File: src/rtl/rob_pkg.sv
// Shared constants and types for the reorder buffer.
// Tag width and entry record are used by the top and the query helper.
package rob_pkg;
    localparam int ROB_SIZE = 16;
    localparam int ROB_BIT  = 4;
    localparam logic [ROB_BIT:0] ROB_FULL_CNT = (ROB_BIT + 1)'(ROB_SIZE);

    typedef enum logic [1:0] {
        ROB_REG = 2'd0,
        ROB_BR  = 2'd1,
        ROB_ST  = 2'd2
    } rob_type_e;

    typedef struct packed {
        rob_type_e   kind;
        logic [4:0]  rd;
        logic        pred_taken;
        logic [31:0] inst_addr;
        logic [31:0] br_target;
    } rob_entry_t;
endpackage

File: src/rtl/rob_query.sv
// Operand tag lookup: stored result, or this cycle's Alu/Lsb broadcast.
module rob_query
    import rob_pkg::*;
(
    input  logic [ROB_BIT-1:0]  i_entry,
    input  logic [ROB_SIZE-1:0] i_ready,
    input  logic [31:0]         i_value [ROB_SIZE],
    input  logic                i_rs_ready,
    input  logic [ROB_BIT-1:0]  i_rs_entry,
    input  logic [31:0]         i_rs_value,
    input  logic                i_lsb_ready,
    input  logic [ROB_BIT-1:0]  i_lsb_entry,
    input  logic [31:0]         i_lsb_value,
    output logic                o_ready,
    output logic [31:0]         o_value
);
    always_comb begin
        o_ready = i_ready[i_entry];
        o_value = i_value[i_entry];
        if (i_rs_ready && (i_rs_entry == i_entry)) begin
            o_ready = 1'b1;
            o_value = i_rs_value;
        end else if (i_lsb_ready && (i_lsb_entry == i_entry)) begin
            o_ready = 1'b1;
            o_value = i_lsb_value;
        end
    end
endmodule

File: src/rtl/rob.sv
// Reorder buffer: in-order retirement of out-of-order results, branch
// resolution at the head and a one-cycle flush pulse on mispredict.
module rob
    import rob_pkg::*;
(
    input  logic               clk_in,
    input  logic               rst_in,
    input  logic               rdy_in,
    input  logic               issue_valid,
    input  logic [1:0]         issue_type,
    input  logic [4:0]         issue_rd,
    input  logic               issue_pred_taken,
    input  logic [31:0]        issue_inst_addr,
    input  logic [31:0]        issue_br_target,
    output logic [ROB_BIT-1:0] tail_entry,
    output logic               is_full,
    input  logic               rs_ready,
    input  logic [ROB_BIT-1:0] rs_rob_entry,
    input  logic [31:0]        rs_value,
    input  logic               lsb_ready,
    input  logic [ROB_BIT-1:0] lsb_rob_entry,
    input  logic [31:0]        lsb_value,
    input  logic [ROB_BIT-1:0] query1_entry,
    output logic               query1_ready,
    output logic [31:0]        query1_value,
    input  logic [ROB_BIT-1:0] query2_entry,
    output logic               query2_ready,
    output logic [31:0]        query2_value,
    output logic               commit_valid,
    output logic [4:0]         commit_rd,
    output logic [31:0]        commit_value,
    output logic [ROB_BIT-1:0] commit_rob_entry,
    output logic               store_commit,
    output logic               rob_clear_up,
    output logic [31:0]        redirect_pc
);
    logic [ROB_BIT-1:0]  r_head;
    logic [ROB_BIT-1:0]  r_tail;
    logic [ROB_BIT:0]    r_count;
    logic                r_full;
    logic [ROB_SIZE-1:0] r_busy;
    logic [ROB_SIZE-1:0] r_ready;
    logic [31:0]         r_value [ROB_SIZE];
    rob_entry_t          r_ent   [ROB_SIZE];

    logic             w_commit;
    logic             w_issue;
    logic             w_taken;
    logic [ROB_BIT:0] w_count_nxt;
    rob_entry_t       w_head;

    assign w_head   = r_ent[r_head];
    assign w_commit = r_busy[r_head] && r_ready[r_head];
    // A full buffer still accepts an issue when the head retires on the same edge.
    assign w_issue  = issue_valid && (!r_full || w_commit);
    assign w_taken  = r_value[r_head][0];
    assign w_count_nxt = r_count + {{ROB_BIT{1'b0}}, w_issue} - {{ROB_BIT{1'b0}}, w_commit};

    assign tail_entry = r_tail;
    assign is_full    = r_full;

    always_ff @(posedge clk_in) begin
        if (rst_in || (rdy_in && rob_clear_up)) begin
            r_head           <= '0;
            r_tail           <= '0;
            r_count          <= '0;
            r_full           <= 1'b0;
            r_busy           <= '0;
            r_ready          <= '0;
            commit_valid     <= 1'b0;
            commit_rd        <= '0;
            commit_value     <= '0;
            commit_rob_entry <= '0;
            store_commit     <= 1'b0;
            rob_clear_up     <= 1'b0;
            redirect_pc      <= '0;
        end else if (!rdy_in) begin
            commit_valid <= 1'b0;
            store_commit <= 1'b0;
        end else begin
            commit_valid <= w_commit;
            store_commit <= w_commit && (w_head.kind == ROB_ST);
            if (w_commit) begin
                r_busy[r_head]   <= 1'b0;
                r_ready[r_head]  <= 1'b0;
                r_head           <= r_head + 1'b1;
                commit_rd        <= (w_head.kind == ROB_REG) ? w_head.rd : 5'd0;
                commit_value     <= r_value[r_head];
                commit_rob_entry <= r_head;
                if ((w_head.kind == ROB_BR) && (w_taken != w_head.pred_taken)) begin
                    rob_clear_up <= 1'b1;
                    redirect_pc  <= w_taken ? w_head.br_target : w_head.inst_addr + 32'd4;
                end
            end
            if (rs_ready && r_busy[rs_rob_entry]) begin
                r_ready[rs_rob_entry] <= 1'b1;
                r_value[rs_rob_entry] <= rs_value;
            end
            if (lsb_ready && r_busy[lsb_rob_entry]) begin
                r_ready[lsb_rob_entry] <= 1'b1;
                r_value[lsb_rob_entry] <= lsb_value;
            end
            // Issue last so it wins when tail == head on a full-buffer retire.
            if (w_issue) begin
                r_busy[r_tail]  <= 1'b1;
                r_ready[r_tail] <= 1'b0;
                r_ent[r_tail]   <= '{kind:       rob_type_e'(issue_type),
                                     rd:         issue_rd,
                                     pred_taken: issue_pred_taken,
                                     inst_addr:  issue_inst_addr,
                                     br_target:  issue_br_target};
                r_tail          <= r_tail + 1'b1;
            end
            r_count <= w_count_nxt;
            r_full  <= (w_count_nxt == ROB_FULL_CNT);
        end
    end

    rob_query u_query1 (
        .i_entry     (query1_entry),
        .i_ready     (r_ready),
        .i_value     (r_value),
        .i_rs_ready  (rs_ready),
        .i_rs_entry  (rs_rob_entry),
        .i_rs_value  (rs_value),
        .i_lsb_ready (lsb_ready),
        .i_lsb_entry (lsb_rob_entry),
        .i_lsb_value (lsb_value),
        .o_ready     (query1_ready),
        .o_value     (query1_value)
    );

    rob_query u_query2 (
        .i_entry     (query2_entry),
        .i_ready     (r_ready),
        .i_value     (r_value),
        .i_rs_ready  (rs_ready),
        .i_rs_entry  (rs_rob_entry),
        .i_rs_value  (rs_value),
        .i_lsb_ready (lsb_ready),
        .i_lsb_entry (lsb_rob_entry),
        .i_lsb_value (lsb_value),
        .o_ready     (query2_ready),
        .o_value     (query2_value)
    );
endmodule
File: config.mk
export PLATFORM = sky130hd
export DESIGN_NAME = rob
export DESIGN_NICKNAME = d
export VERILOG_FILES = /design/src/rtl/rob_pkg.sv /design/src/rtl/rob_query.sv /design/src/rtl/rob.sv
export SDC_FILE = /design/constraint.sdc
export NUM_CORES = 2
export LEC_CHECK = 0
export CORE_MARGIN = 2
export CORE_UTILIZATION = 45
export CTS_BUF_LIST = sky130_fd_sc_hd__clkbuf_4 sky130_fd_sc_hd__clkbuf_8
export CTS_CLUSTER_SIZE = 24
export DETAILED_ROUTE_END_ITERATION = 12
export SYNTH_ARGS = -nofsm -noshare
export SYNTH_HDL_FRONTEND = slang
export SYNTH_SLANG_ARGS = --single-unit
File: constraint.sdc
create_clock -name clk_in -period 63.2 [get_ports clk_in]
set_input_delay 12.64 -clock clk_in [delete_from_list [all_inputs] [get_ports clk_in]]
set_output_delay 12.64 -clock clk_in [all_outputs]
set_load 0.02 [all_outputs]
==> reports/metrics.csv <==
metric;value;unit
clock_skew;0.0913;ns
r2r_cells;8;
fp.dieArea;202000;sq um
worst_slew_pin_slew;1.21;ns
required;50.56;ns
pwr-share-comb;6.8;%
hold_path.startpoint;commit_rd[4]$_SDFFE_PP0P_;
initial_utilization;45.3;%
drive_gt1_share;24.4;%
hold_buffers;0;
rsz0062_at_grt;false;
finalSetupTns;0;ns
seq_area;52500;sq um
rows;163;
clk_latency;1.07;ns
multi_input_area;34800;sq um
cts_setup_buffers;0;
cts_max_path_buffers;4;
grtUsageTotal;27.6;%
timing.slew.headroom;19.3;%
maxCapViolCount;0;
irDropWorstVdd;20.7;uV
synth_nets;5915;
die_w;450;microns
hold-path-endpoint;commit_rd[4]$_SDFFE_PP0P_;
core-area;197000;sq um
cts_buffers;329;
leakagePower;32.8;nW
synth_top_area_share;55.8;%
die_y;450;microns
grt_pass1_wl;404000;microns
finalSetupViolations;0;
layout_commonest_cell;edfxtp_1;
synth_top_area_cell;edfxtp_1;
finalCritPeriodShare;46.0;%
drt_wl_total;283000;microns
ys.flop_type;edfxtp_1;
place.gp.congestion;0.835;
syn_area_per_cell;15.6;sq um
async_flop_share;0;%
yosys_register_bits;1790;
synth.area.top_cells;edfxtp_1, mux4_2, mux2i_1;
p_per_area;25.6;nW/um^2
crit_arrival;16.44;ns
switching_share;23.3;%
antenna_found_initial;32;
cts-resized-gates;0;
ys_warn_count;0;
power.share.sequential;51.4;%
routed_via_density;6.30;
r2r-start;r_head[1]$_SDFFE_PP0P_;
netlist_area;89500;sq um
fmaxAchievable;0.0344;GHz
clk_pin_slew;0.06;ns
finalNetCount;6087;
cts_sinks;1790;
final_hold_viol_count;0;
start_kind;primary input;
firstDrtPassIters;6;
grt_max_degree;176;
ys_types;81;
synth_edf_count;1664;
drtIter0Drc;6336;
slew_violations;0;
grt_pass1_vias;54978;
dp_hpwl;155000;microns
area_growth;12.8;%
drcViolationCount;0;
p_total;2.58;mW
ant_nets;0;
status;complete, no violations;
hold_path_depth;2;
layout_common_cells;edfxtp_1, mux4_2, mux2i_1;
num_io_pins;305;
hold_path.class;flop to flop;
p_int;1.98;mW
clock_power_share;41.8;%
htreeDepth;5;
critPathCaptureType;output pin;
cp_max_fo;79;
port_buffers;304;
cts_tree;yes;
period_minus_slack;29.08;ns
rrSetupSlack;57.18;ns
vias;55483;
crit_type;primary input to output pin;
fillers;16437;
startpoint;query1_entry[1];
wire_per_inst;32.1;microns
power.switching;0.602;mW
synth_cells;5742;
yosysSeqAreaShare;58.7;%
r2r_end;r_ent[15][20]$_DFFE_PP_;
clockRootBuffer;clkbuf_8;
grt_remaining_overflow;0;
-- metrics by stage --
step	worst slack, ns	cell area (sq um)	util (%)	std cells	hold slack [ns]
detailed placement	34.22	94700	48.0	8223	0.445
global placement	34.26	94700	48.0	8223	0.446
CTS	34.20	101000	51.1	8796	0.454
floorplan	29.11	89500	-	5742	0.467
global route	34.02	101000	51.1	8809	0.474
finish	34.12	101000	51.1	8813	0.453
-- routing by layer --
metal | track usage (%) | share of wire (%) | routed length, microns | vias up
li1 | - | - | - | 23368
met1 | 35.8 | 39 | 109000 | 28860
met2 | 45.9 | 50 | 141000 | 2652
met3 | 4.74 | 7.5 | 21200 | 583
met4 | 11.4 | 4.0 | 11500 | 20
met5 | 0 | 0.046 | 130 | -
-- final cells by class --
cell class | instances | share of cell area (%)
sequential | 1790 | 52.0
multi-input combinational | 3354 | 34.5
clock buffer | 460 | 5.57
timing repair buffer | 415 | 3.90
tap | 2640 | 3.27
clock inverter | 113 | 0.634
inverter | 24 | 0.0917
antenna | 17 | 0.0421
-- cells by family after synthesis --
logic type | synth area share [%]
buf+inv | 2.89
flops | 58.7
compound gates | 5.48
simple gates | 4.68
fa+ha+maj | 0.218
xor+xnor | 0.411
mux | 27.7
-- synthesized netlist by cell type, types with 9 or more instances --
cell type,instances
o21ai_0,324
clkbuf_1,385
o211ai_1,31
dfxtp_1,126
and2_1,21
a31oi_1,11
buf_4,10
a22oi_1,18
a221oi_1,17
nor3_1,10
nor2b_1,11
xor2_1,18
a21oi_1,378
o221ai_1,10
nand3_1,28
buf_1,122
and3_1,14
inv_1,23
nand2b_1,25
mux4_1,28
buf_6,9
buf_2,31
mux2i_1,619
or3_1,9
ha_1,14
edfxtp_1,1664
a211oi_1,10
nand2_1,456
nor4_1,9
xnor2_1,24
nand4_1,14
mux4_2,789
a22o_1,11
nor2_1,356
-- power by group through the flow --
| stage | registers, mW | clock network [mW] | logic [mW] |
|---|---|---|---|
| after global routing | 1.33 | 1.15 | 0.185 |
| after floorplan | 1.36 | 0 | 0.106 |
| after CTS | 1.33 | 1.10 | 0.176 |
| after detailed placement | 1.35 | 0 | 0.175 |
| after global placement | 1.35 | 0 | 0.172 |
| final | 1.33 | 1.08 | 0.175 |
-- worst max-delay path, stage by stage --
cell and delay, ns:
buf_6 0.59, buf_4 0.83, mux4_2 0.41, mux4_2 0.48
mux2i_1 0.46, o21ai_0 0.18, clkdlybuf4s50_1 0.60
-- worst max path at each step --
stage	slack (ns)	to
2_1_floorplan	29.11	r_ent[8][0]$_DFFE_PP_
3_3_place_gp	34.26	query1_value[26]
3_5_place_dp	34.22	query2_value[21]
4_1_cts	34.20	query2_value[21]
5_1_grt	34.02	query2_value[21]
6_report	34.12	query1_value[26]
-- registers in the layout, summed over array words and instances (netlist names), 4 cells and up, named ones only --
| signal | count |
|---|---|
| r_ent | 1152 |
| r_value | 512 |
| commit_value | 32 |
| redirect_pc | 32 |
| r_busy | 16 |
| r_ready | 16 |
| commit_rd | 5 |
| r_count | 5 |
| commit_rob_entry | 4 |
| r_head | 4 |
| tail_entry | 4 |
(Power assumes the default switching activity.)
